`config.mk`:
```
export PLATFORM = sky130hd
export DESIGN_NAME = load_store_unit_flat
export DESIGN_NICKNAME = d
export VERILOG_FILES = /design/src/rtl/load_store_unit_if.sv /design/src/rtl/load_store_unit.sv /design/src/flat_wrapper.sv
export SDC_FILE = /design/constraint.sdc
export NUM_CORES = 1
export LEC_CHECK = 0
export CORE_MARGIN = 1.5
export CORE_UTILIZATION = 49
export CTS_CLUSTER_DIAMETER = 30
export CTS_CLUSTER_SIZE = 30
export DETAILED_ROUTE_END_ITERATION = 12
export GPL_TIMING_DRIVEN = 0
export MAX_ROUTING_LAYER = met4
export PLACE_DENSITY = 0.86
export SLEW_MARGIN = 25
export SYNTH_ARGS = -nofsm -noshare
export SYNTH_HDL_FRONTEND = slang
export SYNTH_SLANG_ARGS = --single-unit
```
`constraint.sdc`:
```
create_clock -name clk -period 5.3 [get_ports clk]
set_input_delay 1.06 -clock clk [delete_from_list [all_inputs] [get_ports clk]]
set_output_delay 1.06 -clock clk [all_outputs]
set_load 0.005 [all_outputs]
```
`src/rtl/load_store_unit_if.sv`:
```
// Requester-side bus of the load/store unit: access request, status and load result.
interface load_store_unit_if;
  logic        req;
  logic        we;
  logic [2:0]  funct3;
  logic [31:0] addr;
  logic [31:0] wdata;
  logic        busy;
  logic        done;
  logic        err;
  logic [31:0] rdata;

  modport master (output req, we, funct3, addr, wdata, input busy, done, err, rdata);
  modport slave  (input req, we, funct3, addr, wdata, output busy, done, err, rdata);
endinterface

```
`src/rtl/load_store_unit.sv`:
```
// RV32I load/store unit: byte/half/word accesses to a word-wide memory,
// sub-word stores done as read-modify-write.
module load_store_unit (
  input  logic                 clk,
  input  logic                 rst,
  load_store_unit_if.slave     lsu,
  output logic                 MemRead,
  output logic                 MemWrite,
  output logic [31:0]          mem_addr,
  output logic [31:0]          mem_wdata,
  input  logic [31:0]          mem_rdata
);
  localparam int NUM_LANES = 4;

  typedef enum logic [1:0] {IDLE, RD, WR, DONE} state_t;
  state_t state, state_nxt;

  logic        we_q;
  logic [2:0]  f3_q;
  logic [31:0] addr_q, wdata_q, old_q;
  logic        illegal, accept;
  logic [31:0] ld_sh, ld_val, st_rep;
  logic [NUM_LANES-1:0] lane_sel;

  assign accept = (state == IDLE) && lsu.req;

  // Codes 100/101 exist only as loads; anything else outside 000..010 is illegal.
  always_comb begin
    illegal = 1'b0;
    case (lsu.funct3)
      3'b000:  illegal = 1'b0;
      3'b001:  illegal = lsu.addr[0];
      3'b010:  illegal = |lsu.addr[1:0];
      3'b100:  illegal = lsu.we;
      3'b101:  illegal = lsu.we | lsu.addr[0];
      default: illegal = 1'b1;
    endcase
  end

  always_ff @(posedge clk) begin
    if (rst) state <= IDLE;
    else     state <= state_nxt;
  end

  always_comb begin
    state_nxt = state;
    MemRead   = 1'b0;
    MemWrite  = 1'b0;
    case (state)
      IDLE: if (lsu.req) begin
        if (illegal)                    state_nxt = DONE;
        else if (!lsu.we)               state_nxt = RD;
        else if (lsu.funct3 == 3'b010)  state_nxt = WR;
        else                            state_nxt = RD;
      end
      RD: begin
        MemRead   = !rst;
        state_nxt = we_q ? WR : DONE;
      end
      WR: begin
        MemWrite  = !rst;
        state_nxt = DONE;
      end
      DONE:    state_nxt = IDLE;
      default: state_nxt = IDLE;
    endcase
  end

  assign lsu.busy = (state != IDLE);
  assign lsu.done = (state == DONE);

  always_ff @(posedge clk) begin
    if (accept) begin
      we_q    <= lsu.we;
      f3_q    <= lsu.funct3;
      addr_q  <= lsu.addr;
      wdata_q <= lsu.wdata;
    end
    if (state == RD && we_q) old_q <= mem_rdata;
  end

  always_ff @(posedge clk) begin
    if (rst) begin
      lsu.err   <= 1'b0;
      lsu.rdata <= '0;
    end else begin
      if (accept) lsu.err <= illegal;
      if (state == RD && !we_q) lsu.rdata <= ld_val;
    end
  end

  // Load extraction: bring the addressed lane down to bit 0, then extend.
  assign ld_sh = mem_rdata >> {addr_q[1:0], 3'b000};
  always_comb begin
    case (f3_q)
      3'b000:  ld_val = {{24{ld_sh[7]}},  ld_sh[7:0]};
      3'b001:  ld_val = {{16{ld_sh[15]}}, ld_sh[15:0]};
      3'b100:  ld_val = {24'h0, ld_sh[7:0]};
      3'b101:  ld_val = {16'h0, ld_sh[15:0]};
      default: ld_val = ld_sh;
    endcase
  end

  // Store data replicated across all lanes so each byte lane just picks new vs old.
  always_comb begin
    case (f3_q[1:0])
      2'b00:   st_rep = {4{wdata_q[7:0]}};
      2'b01:   st_rep = {2{wdata_q[15:0]}};
      default: st_rep = wdata_q;
    endcase
  end

  for (genvar i = 0; i < NUM_LANES; i++) begin : g_lane
    localparam logic [1:0] LN = 2'(i);
    assign lane_sel[i] = (f3_q[1:0] == 2'b10)
                       | ((f3_q[1:0] == 2'b01) && (addr_q[1] == LN[1]))
                       | ((f3_q[1:0] == 2'b00) && (addr_q[1:0] == LN));
    assign mem_wdata[8*i +: 8] = lane_sel[i] ? st_rep[8*i +: 8] : old_q[8*i +: 8];
  end

  assign mem_addr = {addr_q[31:2], 2'b00};
endmodule
```
`src/flat_wrapper.sv`:
```
// flat-port wrapper written by rule: the top's interface ports become plain ports
module load_store_unit_flat 
  (clk, rst, MemRead, MemWrite, mem_addr, mem_wdata, mem_rdata, lsu_req, lsu_we, lsu_funct3, lsu_addr, lsu_wdata, lsu_busy, lsu_done, lsu_err, lsu_rdata);
  load_store_unit_if lsu_i ();
  input  logic clk;
  input  logic rst;
  output logic MemRead;
  output logic MemWrite;
  output logic [31:0] mem_addr;
  output logic [31:0] mem_wdata;
  input  logic [31:0] mem_rdata;
  input wire logic [$bits(lsu_i.req)-1:0] lsu_req;
  input wire logic [$bits(lsu_i.we)-1:0] lsu_we;
  input wire logic [$bits(lsu_i.funct3)-1:0] lsu_funct3;
  input wire logic [$bits(lsu_i.addr)-1:0] lsu_addr;
  input wire logic [$bits(lsu_i.wdata)-1:0] lsu_wdata;
  output wire logic [$bits(lsu_i.busy)-1:0] lsu_busy;
  output wire logic [$bits(lsu_i.done)-1:0] lsu_done;
  output wire logic [$bits(lsu_i.err)-1:0] lsu_err;
  output wire logic [$bits(lsu_i.rdata)-1:0] lsu_rdata;
  assign lsu_i.req = lsu_req;
  assign lsu_i.we = lsu_we;
  assign lsu_i.funct3 = lsu_funct3;
  assign lsu_i.addr = lsu_addr;
  assign lsu_i.wdata = lsu_wdata;
  assign lsu_busy = lsu_i.busy;
  assign lsu_done = lsu_i.done;
  assign lsu_err = lsu_i.err;
  assign lsu_rdata = lsu_i.rdata;
  load_store_unit u_core (.clk(clk), .rst(rst), .lsu(lsu_i), .MemRead(MemRead), .MemWrite(MemWrite), .mem_addr(mem_addr), .mem_wdata(mem_wdata), .mem_rdata(mem_rdata));
endmodule
```
==> results.cfg <==
[setup_path]
cp-end-kind = output port
startpoint_type = register
critPathRequiredTime_ps = 4240
regToRegSetupSlack_ps = 3330
cp.arrival_ps = 2850
critPathMaxFanout = 10
reg2reg_depth = 7
cp_common_cell = buf_2
cpPeakStageDelay_ps = 580
crit_chain = buf_2 > buf_2 > mux2i_1 > buf_2 > nor2_1 > a21oi_1 > clkdlybuf4s50_1
crit_type = register to output port
r2r_end = u_core.lsu.rdata[4]
r2r-start = u_core.state[1]
cpMaxStageDelayCell = clkdlybuf4s50_1

[cts]
hold_buffers = 0
worstSkewPairLatency_ps = 410
cts_root_buf = clkbuf_16
clock-sinks = 135
cts_tree = built
cts_buffers = 17
cts_resized = 0
post_cts_buffers = 0
clockBufferDepth = 2
clk_pin_slew_ps = 60
h-tree-depth = 4

[timing]
tightest_slew_ps = 766.7
finalCritPeriodShare_pct = 73.72
finalHoldViolations = 0
period_needed_ps = 3907
fin_setup_tns_ps = 0
slew_violations = 0
setup-violations-final = 0
slew_headroom_pct = 48.89
rsz0062_at_grt = no
worst_slack_ps = 1393
clock_skew_ps = 4.796
fmax_mhz = 255.9

[logic_synthesis]
netlist_area_um2 = 5938
syn_avg_cell_area_um2 = 12.69
synth-edff-count = 100
synth-main-ff-cell = edfxtp_1
synth_seq_cells = 135
postSynth.asyncResetShare_pct = 0
ys_seq_area_share_pct = 62.37
netlist_instances = 468
yosysWarnings = 0
synth_cell_types = 40

[run]
maxCapViolations = 0

[floorplan]
die_w_um = 113.1
fp.dieArea_um2 = 12790
start_util_pct = 49.85
die_height_um = 113.1
coreArea_um2 = 11910
row_count = 40
ios = 204

[finish]
antennaDiodeCount = 0
multi_input_area_um2 = 1866
ff_latch_area_um2 = 3704
n_fill_cell = 819
nets = 797
area_growth_pct = 46.86
drive_gt1_share_pct = 17.38

[detailed_routing]
dr.pass1.iters = 5
drc = 0
wl_mm = 15.64
drt_iter0_drc = 355
viasPerCell = 5.199
via_count = 4414
ant_nets = 0
avgRoutedWirePerCell_um = 18.42

[global_route]
grt_max_degree = 57
grt_pass1_wl_mm = 23.68
globalRouteOverflowTotal = 0
antenna_found_initial = 0
track_usage_pct = 25.15
first_global_vias = 4534

[placed_design]
place_congestion = 0.9133
detailed_place_hpwl_mm = 11.66
port_buffers = 200
dp_slack_ps = 1869

[power]
ir_drop_mv = 0.2307
leakagePower_nw = 3.172
powerDensity_nw_per_um2 = 458.5

[worst_hold_path]
hold_path_end = u_core.lsu.rdata[5]
hold_class = register to register
worstHoldPathCells = 2
holdCritStartpoint = u_core.lsu.rdata[5]

[run_status]
status = finished clean
-- registers in the layout, summed over array words and instances, names as in the netlist --
register / count
u_core.old_q: 32
u_core.state: 2
u_core.we_q: 1
u_core.addr_q: 32
u_core.f3_q: 3
u_core.wdata_q: 32
u_core.lsu.rdata: 32
u_core.lsu.err: 1
-- cell usage after synthesis, types with 2 or more instances --
| cell | number | share of area [%] |
|---|---|---|
| mux2i_1 | 34 | 5.7 |
| ha_1 | 5 | 1.1 |
| a22o_1 | 7 | 1.0 |
| nor2_1 | 26 | 1.6 |
| clkbuf_1 | 8 | 0.51 |
| dfxtp_1 | 35 | 12 |
| and2_1 | 2 | 0.21 |
| nor2b_1 | 6 | 0.63 |
| a21oi_1 | 39 | 3.3 |
| nand3_1 | 3 | 0.25 |
| mux2_2 | 31 | 5.9 |
| a211oi_1 | 3 | 0.38 |
| buf_2 | 13 | 1.1 |
| buf_1 | 2 | 0.13 |
| nand2b_1 | 6 | 0.63 |
| o21ai_0 | 29 | 2.4 |
| buf_4 | 32 | 4.0 |
| a221oi_1 | 2 | 0.30 |
| nor4_1 | 2 | 0.21 |
| a21oi_2 | 10 | 1.5 |
| o211ai_1 | 8 | 1.0 |
| edfxtp_1 | 100 | 51 |
| o21a_1 | 2 | 0.25 |
| inv_1 | 5 | 0.32 |
| nand2_1 | 43 | 2.7 |
-- logic make-up after synthesis --
kind of cell             share of synthesized area (%)
buffers and inverters                            6.342
AO/OA/AOI/OAI                                    11.59
adder cells (fa/ha/maj)                          1.054
multiplexers                                     11.86
other                                          0.06315
AND/OR/NAND/NOR                                  6.721
flip-flops                                       62.37
-- how the worst max path moves through the flow --
stage                   startpoint            endpoint  cells past startpoint
floorplan                  lsu_req    u_core.addr_q[0]                      1
global placement           lsu_req  u_core.wdata_q[22]                      2
detailed placement  u_core.f3_q[0]       mem_wdata[13]                      7
CTS                 u_core.f3_q[0]       mem_wdata[13]                      7
global route        u_core.f3_q[0]       mem_wdata[13]                      7
finish              u_core.f3_q[0]       mem_wdata[13]                      7
-- worst max-delay path, delay by kind of cell (launching register included) --
family / cells / cell delay [ps]
buf+inv: 4 / 1330
mux: 1 / 520
flops: 1 / 360
compound gates: 1 / 150
simple gates: 1 / 70
-- routing by layer --
metal	GRT usage, %	share of wire [%]
met1	30.10	42
met3	5.517	5.4
met2	42.18	51
met4	9.000	2.3
met5	-	0
-- through the flow --
stage	total power, mW	instance area, µm²	utilization [%]	instances	hold slack (ps)
final	3.999	8721	73.21	849	459.3
after global routing	4.175	8721	73.21	849	478.1
after CTS	4.013	8721	73.21	849	464.0
after detailed placement	2.890	8159	68.50	817	452.5
after global placement	2.838	8128	68.24	816	450.3
after floorplan	2.180	5942	-	469	448.3
-- report_power, final --
part | switching, mW | leakage (nW) | total, mW | internal, mW
Combinational | 0.609 | 1.69 | 1.35 | 0.746
Sequential | 0.107 | 1.22 | 1.52 | 1.42
Clock | 0.438 | 0.261 | 1.12 | 0.683
Total | 1.15 | 3.17 | 4.00 | 2.84
-- cell usage in the layout, fill, tap and decap left out, types with 3 or more instances in the layout --
master / instances
a211oi_1: 3
a21oi_1: 39
a21oi_2: 10
a22o_1: 7
buf_2: 13
buf_4: 32
clkbuf_1: 8
clkbuf_16: 17
clkdlybuf4s50_1: 200
clkinv_1: 5
clkinv_2: 3
clkinvlp_4: 5
dfxtp_1: 35
edfxtp_1: 100
ha_1: 5
inv_1: 5
mux2_2: 31
mux2i_1: 34
nand2_1: 43
nand2b_1: 6
nand3_1: 3
nor2_1: 26
nor2b_1: 6
o211ai_1: 8
o21ai_0: 29
-- cell type report --
type	instances	share of cell area, %
clock inverters	15	1.564
clock buffers	17	4.878
multi-input cells	272	21.39
inverters	6	0.2582
flip-flops and latches	135	42.47
repair buffers	201	23.27
plain buffers	56	4.060
well taps	147	2.109
(Power assumes the default switching activity.)
